<file path="src/rtl/pc_fetch_pkg.sv">
// pc_fetch_pkg: shared fetch-state encoding, default vectors and alignment mask
package pc_fetch_pkg;
  typedef enum logic [1:0] {BOOT, REQ, WAIT, HOLD} fetch_state_t;
  localparam logic [31:0] DEF_RESET_VEC = 32'h0000_0000;
  localparam logic [31:0] DEF_TRAP_VEC  = 32'h0000_0100;
  localparam logic [1:0]  ALIGN_MASK    = 2'b11;
endpackage

</file>
<file path="src/rtl/fetch_buffer.sv">
// fetch_buffer: one-entry valid/ready register holding pc and instruction, with flush
module fetch_buffer
  import pc_fetch_pkg::*;
#(
  parameter int XLEN = 32
) (
  input  logic            clk,
  input  logic            rst_n,
  input  logic            fill,
  input  logic [XLEN-1:0] fill_pc,
  input  logic [XLEN-1:0] fill_instr,
  input  logic            flush,
  input  logic            ready,
  output logic            valid,
  output logic [XLEN-1:0] pc,
  output logic [XLEN-1:0] instr
);
  always_ff @(posedge clk or negedge rst_n) begin
    if (!rst_n) begin
      valid <= 1'b0;
      pc    <= '0;
      instr <= '0;
    end else begin
      valid <= !flush && (fill || (valid && !ready));
      if (fill) begin
        pc    <= fill_pc;
        instr <= fill_instr;
      end
    end
  end
endmodule

</file>
<file path="src/rtl/pc_fetch_unit.sv">
// pc_fetch_unit: PC register and single-outstanding instruction fetch front end
// Optional misaligned-redirect trap enabled by defining PC_MISALIGN_TRAP_EN.
module pc_fetch_unit
  import pc_fetch_pkg::*;
#(
  parameter int              XLEN      = 32,
  parameter logic [XLEN-1:0] RESET_VEC = XLEN'(DEF_RESET_VEC),
  parameter logic [XLEN-1:0] TRAP_VEC  = XLEN'(DEF_TRAP_VEC),
  parameter int              PC_STEP   = 4
) (
  input  logic            clk,
  input  logic            rst_n,
  input  logic            redirect_valid_i,
  input  logic [XLEN-1:0] redirect_pc_i,
  input  logic            trap_i,
  output logic            imem_req_o,
  output logic [XLEN-1:0] imem_addr_o,
  input  logic            imem_gnt_i,
  input  logic            imem_rvalid_i,
  input  logic [XLEN-1:0] imem_rdata_i,
  output logic            if_valid_o,
  output logic [XLEN-1:0] if_pc_o,
  output logic [XLEN-1:0] if_instr_o,
  input  logic            if_ready_i,
  output logic            misalign_o
`ifdef PC_MISALIGN_TRAP_EN
  ,
  output logic [XLEN-1:0] misalign_addr_o
`endif
);
  fetch_state_t    state, state_n;
  logic            kill, kill_n;
  logic [XLEN-1:0] pc, pc_n, target;
  logic            redir, fill;
  assign redir = trap_i || redirect_valid_i;
`ifdef PC_MISALIGN_TRAP_EN
  logic bad;
  assign bad    = redirect_valid_i && !trap_i && |(redirect_pc_i[1:0] & ALIGN_MASK);
  assign target = (trap_i || bad) ? TRAP_VEC : redirect_pc_i;
  always_ff @(posedge clk or negedge rst_n) begin
    if (!rst_n) begin
      misalign_o      <= 1'b0;
      misalign_addr_o <= '0;
    end else begin
      misalign_o <= bad;
      if (bad) misalign_addr_o <= redirect_pc_i;
    end
  end
`else
  assign target     = trap_i ? TRAP_VEC : (redirect_pc_i & ~XLEN'(ALIGN_MASK));
  assign misalign_o = 1'b0;
`endif
  // a response is only accepted when it belongs to a live fetch and no redirect lands this cycle
  assign fill        = (state == WAIT) && imem_rvalid_i && !kill && !redir;
  assign pc_n        = redir ? target : fill ? pc + XLEN'(PC_STEP) : pc;
  assign imem_req_o  = (state == REQ);
  assign imem_addr_o = pc;
  always_comb begin
    state_n = state;
    kill_n  = kill;
    case (state)
      BOOT: state_n = REQ;
      REQ:
        if (imem_gnt_i) begin
          state_n = WAIT;
          kill_n  = redir;
        end
      WAIT:
        if (imem_rvalid_i) begin
          kill_n  = 1'b0;
          state_n = (redir || kill || if_ready_i) ? REQ : HOLD;
        end else begin
          kill_n = kill || redir;
        end
      HOLD: state_n = (redir || (if_ready_i && if_valid_o)) ? REQ : HOLD;
      default: state_n = BOOT;
    endcase
  end
  always_ff @(posedge clk or negedge rst_n) begin
    if (!rst_n) begin
      state <= BOOT;
      kill  <= 1'b0;
      pc    <= RESET_VEC;
    end else begin
      state <= state_n;
      kill  <= kill_n;
      pc    <= pc_n;
    end
  end
  fetch_buffer #(.XLEN(XLEN)) u_buf (
    .clk        (clk),
    .rst_n      (rst_n),
    .fill       (fill),
    .fill_pc    (pc),
    .fill_instr (imem_rdata_i),
    .flush      (redir),
    .ready      (if_ready_i),
    .valid      (if_valid_o),
    .pc         (if_pc_o),
    .instr      (if_instr_o)
  );
endmodule
</file>
<file path="config.mk">
export PLATFORM = sky130hd
export DESIGN_NAME = pc_fetch_unit
export DESIGN_NICKNAME = d
export VERILOG_FILES = /design/src/rtl/pc_fetch_pkg.sv /design/src/rtl/fetch_buffer.sv /design/src/rtl/pc_fetch_unit.sv
export SDC_FILE = /design/constraint.sdc
export NUM_CORES = 1
export LEC_CHECK = 0
export ABC_AREA = 1
export ABC_CLOCK_PERIOD_IN_PS = 2900
export CAP_MARGIN = 10
export CORE_ASPECT_RATIO = 1.4
export CORE_UTILIZATION = 48
export CTS_CLUSTER_DIAMETER = 120
export DETAILED_ROUTE_END_ITERATION = 7
export PLACE_DENSITY = 0.92
export SLEW_MARGIN = 20
export SYNTH_ARGS = -nofsm -noshare
export SYNTH_HDL_FRONTEND = slang
export SYNTH_SLANG_ARGS = --single-unit
</file>
<file path="constraint.sdc">
create_clock -name clk -period 2.9 [get_ports clk]
set_clock_uncertainty 0.05 [all_clocks]
set_input_delay 0.58 -clock clk [delete_from_list [all_inputs] [get_ports clk]]
set_output_delay 0.58 -clock clk [all_outputs]
set_load 0.05 [all_outputs]
</file>
== Word level (Yosys, flattened, before mapping) ==
Cells that the tools add are included.

* Bits in registers: 100
* Input port bits: 71
* Output and inout port bits: 99
* Word-level logic and storage cells: 42

* $add $sub $neg: 1
* Equality and inequality tests: 5
* Muxes and demuxes: 11
* Reduce and logical (&&, ||, !) cells: 19

{| class="wikitable"
|+ Operator list
! kind !! count
|-
| two-way mux 32 bit || 3
|-
| adder 32 x 3 -> 32 bit (second input constant) || 1
|-
| two-way mux 2 bit || 4
|-
| case mux 2 bit (4 select lines) || 1
|-
| logical AND 1 bit || 6
|-
| logical OR 1 bit || 5
|-
| equality test 2 bit (second input constant) || 2
|-
| AND reduction 2 bit || 2
|-
| nonzero test 2 bit || 2
|-
| zero test 1 bit || 3
|-
| equality test 2 x 1 -> 1 bit (second input constant) || 1
|-
| zero test 2 bit || 1
|-
| two-way mux 1 bit || 2
|-
| != test 2 x 1 -> 1 bit (second input constant) || 1
|-
| != test 2 bit (second input constant) || 1
|-
| case mux 1 bit (2 select lines) || 1
|}

== Depth between registers and ports, before layout ==
Gate-level depths: netlist of the first run.

* Depth in word-level cells: 6
* Mapped depth: 10

== By module ==
Synthesis of the first run repeated with hierarchy kept, for this count alone.

* Cells, all modules: 652
* Area, all modules: 5037.3 sq um

{| class="wikitable"
|+ By module, submodules not included
! module !! times used !! cells an instance !! area an instance (sq um) !! seq. area each (sq um)
|-
| fetch_buffer || 1 || 275 || 2518.7 || 1626.6
|-
| pc_fetch_unit || 1 || 377 || 2518.7 || 825.8
|}

== Worst setup path before layout of the first run ==
Ideal clock, no wire load.

* Kind: register to register
* Start point: register pc[3], in the netlist imem_addr_o[3]
* End point: register pc[26], in the netlist imem_addr_o[26]
* Library setup time: 78 ps
* Arrival: 1784 ps
* Required time: 2772 ps
* Slack: 989 ps
* Cell stages (with the launch flop): 10
* Path buffers: 0
* Period minus slack after synthesis: 1911 ps
* Cell sequence: dfrtp_1 > ha_1 > nand2_1 > nor2_1 > nand2_1 > nor2_1 > nand2_1 > nand2_1 > nand3_1 > a21oi_1

* Word-level cells in the longest chain between the ends: 3

{| class="wikitable"
|+ Ends and longest elaborated chain
! item !! RTL line !! RTL
|-
| start: declaration || pc_fetch_unit.sv:33 || <nowiki>logic [XLEN-1:0] pc, pc_n, target;</nowiki>
|-
| start signal: assignment || pc_fetch_unit.sv:87 || <nowiki>pc <= pc_n;</nowiki>
|-
| adder 32 x 3 -> 32 bit || pc_fetch_unit.sv:55 || <nowiki>assign pc_n = redir ? target : fill ? pc + XLEN'(PC_STEP) : pc;</nowiki>
|-
| two-way mux 32 bit (2 in a row) || pc_fetch_unit.sv:55 ||
|}

Every way passes these cells. The select of a mux whose other input is x is not followed.
A chain may end at the register's enable or synchronous reset.

== Worst setup path in the final report of the first run ==
* Start point: register state[1]
* End point: output imem_req_o

* Word-level cells in the longest chain between the ends: 1

{| class="wikitable"
|+ Ends and longest elaborated chain
! item !! RTL line !! RTL
|-
| start: declaration || pc_fetch_unit.sv:31 || <nowiki>fetch_state_t state, state_n;</nowiki>
|-
| start signal: assignment || pc_fetch_unit.sv:85 || <nowiki>state <= state_n;</nowiki>
|-
| equality test 2 x 1 -> 1 bit || pc_fetch_unit.sv:56 || <nowiki>assign imem_req_o = (state == REQ);</nowiki>
|-
| end: declaration || pc_fetch_unit.sv:16 || <nowiki>output logic imem_req_o,</nowiki>
|}

Every way passes these cells.

==> metrics.md, run 1 <==
| Metric | Value |
|---|---|
| Finished layout cell area | about 0.0067 mm^2 |
| Critical Path End Type | output pin |
| Register area | 0.00240 mm^2 |
| Yosys top cell area share | 0.517 |
| Die ar. | 0.0101 mm^2 |
| R2r startpoint | imem_addr_o[3]$_DFFE_PN0P_ |
| Area growth syn-to-layout | 44.0% |
| Max-slew violation count | 0 |
| P per Cell Area | 861 mW/mm^2 |
| Area of the multi-input gates | 0.00195 mm^2 |
| Core footprint | 0.00946 mm^2 |
| WP data required | 2.27 ns |
| Share of the yosys chip area belonging to registers | 0.517 |
| Placed Cells | 872 |
| Peak supply drop | roughly 0.00036 V |
| Rel. slew slack | 0.611 |
| Std cell rows | 42 |
| Final worst path period share | 0.809 |
| Leading cell type in the layout, fill and taps excluded | nand2_1 |
| Worst Setup Slack, final | about 0.55 ns |
| Post-layout power | between 5 and 6 mW |
| DP HPWL | ~10 mm |
| Setup TNS | 0 ns |
| Maximum clock path buffer count | 2 |
| WL per Instance | between 15 and 20 um |
| Vias in the first global route | 4661 |
| Drt drc | 0 |
| Initial drt markers | 300 |
| Tmin final | ~2.3 ns |
| Crit path from | state[1]$_DFFE_PN0P_ |
| I/O Buffers | 162 |
| Routed via count | 4694 |
| Num ports | between 150 and 200 |
| Static leakage | approximately 3 nW |
| Post-CTS setup buffers | 0 |
| Worst r2r dst | imem_addr_o[26]$_DFFE_PN0P_ |
| Synth Instances | 615 |
| GP Congestion | roughly 0.94 |
| Most frequent cells in the layout | nand2_1 (245), clkdlybuf4s50_1 (161), dfrtp_1 (96) |
| Critical Path Fanout Max | 3 |
| Fin cells | 888 |
| Yosys cell types | 30 |
| Total routed wirelength | 13.9 mm |
| Post-place instance area | approximately 0.0064 mm^2 |
| Post-Synthesis Cell Area | about 0.0047 mm^2 |
| Critical Path AT | 1.72 ns |
| Initial Util | 0.492 |
| CTS tree | done |
| Post-CTS Resized | 0 |
| Cts hold-fix bufs | 0 |
| Drt via density | 5.29 |
| CP Class | reg2out |
| CTS Root Cell | clkbuf_16 |
| FILL cells | ~730 |
| Layout cell share with drive strength beyond 1 | 0.0501 |
| R2R depth | 9 |
| Final ANT Viol Nets | 0 |
| Worst-Margin Slew | 0.582 ns |
| Layout net count | 845 |
| Place WS | ~0.53 ns |
| Yosys reg bits | 96 |
| Clk_lat worst skew | 0.34 ns |
| Grt ovf | 0 |
| Die height | 118 um |
| Initial antenna violation count | 0 |
| First-pass GRT wire length | between 20 and 25 mm |
| Worst reg-to-reg setup slack | 0.93 ns |
| Synth Warn # | 0 |
| Drt first pass iters | 6 |
| Max Clk Rate | ~430 MHz |
| CTS buffer count | 9 |
| Sink Count | 96 |
| All-Layer GR Usage | 0.283 |
| H-tree lvl count | 3 |
| Avg Cell Area, Syn | 7.56 um^2 |
| Hold Vio Cnt, Final | 0 |
| Antenna diodes | 0 |
| Startpoint Class | flip-flop |
| Max-Cap Viols | 0 |
| Final setup vio count | 0 |
| Yosys top cell by area | dfrtp_1 |
| Largest net degree at the start of global routing | 62 |
| Hold Path Class | in2async |
| Die W | 85.2 um |
| Clk slew on worst S/H paths | 0.07 ns |
| Top cells by area, synth | dfrtp_1 (52%), nand2_1 (20%), nor2_1 (4.9%), a21oi_1 (4.0%), nand3_1 (3.9%) |
| RSZ-0062 raised after global routing | no |
| Status | finished, final reports clean |
==> area by class of cell <==
type / count / share of cell area
repair buffers: 172 / 0.257
inverters: 45 / 0.0252
flip-flops and latches: 96 / 0.359
multi-input cells: 449 / 0.291
clock buffers: 10 / 0.0342
clock inverters: 6 / 0.0135
well taps: 110 / 0.0206
==> metal layers <==
metal	part of all wire	vias up	GRT usage
met5	0	-	0
met4	0.034	0	0.135
met3	0.065	31	0.0454
met2	0.52	200	0.510
met1	0.38	2200	0.321
li1	-	2263	-
==> worst max-delay path by stage <==
stage	end	slack [ns]
2_1_floorplan	imem_addr_o[26]$_DFFE_PN0P_	0.99
3_3_place_gp	imem_addr_o[23]$_DFFE_PN0P_	0.60
3_5_place_dp	imem_addr_o[20]$_DFFE_PN0P_	0.53
4_1_cts	imem_req_o	0.54
5_1_grt	imem_addr_o[6]	0.51
6_report	imem_req_o	0.55
==> logic make-up after synthesis <==
family | count (synthesis) | synth area share
other cells | 1 | 0.000806
fa+ha+maj | 1 | 0.00269
simple gates | 350 | 0.300
flops | 96 | 0.517
compound gates | 93 | 0.111
buf+inv | 74 | 0.0691
==> sequential cells by signal (all words and copies together) (netlist names) <==
signal	flops
u_buf.instr	32
imem_addr_o	30
u_buf.pc	30
u_buf.valid	1
kill	1
state	2
==> synthesized netlist by cell type <==
cell        n
a21o_1      1
a21oi_1    37
a22oi_1     8
a31oi_1     1
and2_1      1
buf_2      14
buf_4       5
buf_6       1
clkbuf_1    9
conb_1      1
dfrtp_1    96
ha_1        1
inv_1      41
inv_2       4
nand2_1   245
nand2_2     1
nand3_1    36
nand3b_1    1
nand4_1     2
nor2_1     61
nor2_4      1
nor3_1      1
nor3_4      1
o211ai_1    3
o21a_1      1
o21ai_0    30
o21ai_1     7
o21ai_2     3
o221ai_1    1
o31ai_1     1
==> critical path, stage by stage (launching register included) <==
cell,delay [ns]
dfrtp_1,0.40
nor2_1,0.15
clkdlybuf4s50_1,0.82
==> stage by stage <==
stage,utilization,hold slack [ns]
final,0.708,0.141
after floorplan,-,0.234
after CTS,0.708,0.153
after detailed placement,0.674,0.407
after global routing,0.708,0.186
after global placement,0.674,0.402
==> where the power goes <==
group | internal, mW | switching [mW] | total [mW]
registers | 1.69 | 0.244 | 1.93
logic | 0.833 | 1.73 | 2.56
clock network | 0.761 | 0.519 | 1.28
total | 3.28 | 2.49 | 5.77
No activity file was read; power rests on OpenSTA's default activity.
==> inputs of run 2 (changes only) <==
--- a/config.mk
+++ b/config.mk
@@ -6,13 +6,13 @@
 export NUM_CORES = 1
 export LEC_CHECK = 0
 export ABC_AREA = 1
-export ABC_CLOCK_PERIOD_IN_PS = 2900
+export ABC_CLOCK_PERIOD_IN_PS = 1900
 export CAP_MARGIN = 10
 export CORE_ASPECT_RATIO = 1.4
-export CORE_UTILIZATION = 48
+export CORE_UTILIZATION = 41
 export CTS_CLUSTER_DIAMETER = 120
 export DETAILED_ROUTE_END_ITERATION = 7
-export PLACE_DENSITY = 0.92
+export PLACE_DENSITY = 0.85
 export SLEW_MARGIN = 20
 export SYNTH_ARGS = -nofsm -noshare
 export SYNTH_HDL_FRONTEND = slang
==> constraint.sdc (replaced) <==
create_clock -name clk -period 1.9 [get_ports clk]
set_clock_uncertainty 0.05 [all_clocks]
set_input_delay 0.38 -clock clk [delete_from_list [all_inputs] [get_ports clk]]
set_output_delay 0.38 -clock clk [all_outputs]
set_load 0.05 [all_outputs]
==> metrics.md, run 2 (synthesis results as in run 1) <==
| Metric | Value |
|---|---|
| Grt ovf | 0 |
| Fin cells | between 900 and 1000 |
| Final setup vio count | 0 |
| Critical Path AT | approximately 1.9 ns |
| Cts hold-fix bufs | 0 |
| WL per Instance | 14.1 um |
| Layout cell share with drive strength beyond 1 | 0.181 |
| Num ports | 170 |
| P per Cell Area | 1260 mW/mm^2 |
| CTS Root Cell | clkbuf_16 |
| Core footprint | around 0.011 mm^2 |
| Clk slew on worst S/H paths | 0.06 ns |
| Routed via count | 4665 |
| Most frequent cells in the layout | nand2_1 (244), buf_4 (104), dfrtp_1 (95) |
| First-pass GRT wire length | between 20 and 25 mm |
| Rel. slew slack | 0.658 |
| Sink Count | 96 |
| Die W | 92.0 um |
| CTS tree | done |
| Die height | around 130 um |
| Post-CTS setup buffers | 0 |
| Static leakage | 3.36 nW |
| Worst r2r dst | imem_addr_o[17]$_DFFE_PN0P_ |
| Critical Path End Type | flip-flop |
| CP Class | in2reg |
| Post-layout power | 8.50 mW |
| Peak supply drop | a little over 0.0007 V |
| Max Clk Rate | 572 MHz |
| Antenna diodes | 0 |
| Std cell rows | 45 |
| DP HPWL | 9.92 mm |
| Max-slew violation count | 0 |
| Initial antenna violation count | 0 |
| Initial Util | 0.426 |
| Hold Path Class | in2async |
| Drt first pass iters | 7 |
| Status | finished, final reports clean |
| R2r startpoint | imem_addr_o[2]$_DFFE_PN0P_ |
| WP data required | 2.05 ns |
| Maximum clock path buffer count | 2 |
| Leading cell type in the layout, fill and taps excluded | nand2_1 |
| RSZ-0062 raised after global routing | no |
| Placed Cells | slightly above 900 |
| Max FFs per register | 32 |
| Layout net count | 867 |
| Vias in the first global route | 4393 |
| Drt drc | 0 |
| I/O Buffers | 162 |
| CTS buffer count | 9 |
| Clk_lat worst skew | about 0.34 ns |
| Total routed wirelength | 13.3 mm |
| Drt via density | 4.96 |
| Worst-Margin Slew | 0.514 ns |
| Area growth syn-to-layout | 45.3% |
| H-tree lvl count | 3 |
| FILL cells | 980 |
| Die ar. | 0.0118 mm^2 |
| Setup TNS | 0 ns |
| Crit path from | imem_rvalid_i |
| Final worst path period share | 0.920 |
| Hold Vio Cnt, Final | 0 |
| Worst reg-to-reg setup slack | 0.19 ns |
| Final ANT Viol Nets | 0 |
| Post-CTS Resized | 14 |
| R2R depth | 8 |
| Max-Cap Viols | 0 |
| Startpoint Class | primary input |
| All-Layer GR Usage | 0.228 |
| Tmin final | ~1.7 ns |
| GP Congestion | 0.934 |
| Initial drt markers | 300 |
| Largest net degree at the start of global routing | 97 |
| Biggest register | u_buf.instr |
| Critical Path Fanout Max | 5 |
-- run 2: critical path: stages --
cell and delay, ns:
clkdlybuf4s50_1 0.44, inv_1 0.12, nor3_4 0.06, buf_4 0.14, nor2_2 0.23, inv_1 0.14, buf_4 0.18, o211ai_1 0.08
o21ai_0 0.13
-- run 2: per-stage QoR --
| step | worst slack [ns] | util | hold slack, ns | cell area, um^2 |
|---|---|---|---|---|
| finish | 0.153 | 0.619 | 0.0325 | 6760 |
| detailed placement | -0.171 | 0.592 | 0.407 | 6470 |
| CTS | 0.107 | 0.618 | 0.0642 | 6750 |
| global route | 0.0256 | 0.619 | 0.0784 | 6760 |
| floorplan | 0.0315 | - | 0.0344 | 4670 |
| global placement | -0.119 | 0.592 | 0.402 | 6470 |
-- run 2: metal layers --
metal,global-route usage,routed length [um]
met2,0.402,6720
met4,0.103,416
met1,0.267,5250
met5,0,0
met3,0.0451,888
-- run 2: how the worst max path moves through the flow --
| stage | end | slack, ns |
|---|---|---|
| floorplan | imem_addr_o[26]$_DFFE_PN0P_ | 0.03 |
| global placement | imem_addr_o[8]$_DFFE_PN0P_ | -0.12 |
| detailed placement | imem_addr_o[8]$_DFFE_PN0P_ | -0.17 |
| CTS | imem_addr_o[30]$_DFFE_PN0P_ | 0.11 |
| global route | imem_addr_o[13]$_DFFE_PN0P_ | 0.03 |
| finish | imem_addr_o[8]$_DFFE_PN0P_ | 0.15 |
-- run 2: layout make-up --
| cell class | instances | area (um^2) | share of cell area |
|---|---|---|---|
| Sequential cell | 96 | 2400 | 0.356 |
| Timing Repair Buffer | 194 | 1750 | 0.260 |
| Clock buffer | 11 | 243 | 0.0359 |
| Multi-Input combinational cell | 449 | 1960 | 0.290 |
| Inverter | 45 | 169 | 0.0250 |
| Clock inverter | 4 | 53.8 | 0.00796 |
| Tap cell | 141 | 176 | 0.0261 |
-- run 2: where the power goes --
| part | total (mW) | switching [mW] | internal, mW |
|---|---|---|---|
| logic | 3.76 | 2.63 | 1.13 |
| clock network | 1.81 | 0.755 | 1.05 |
| registers | 2.93 | 0.353 | 2.57 |
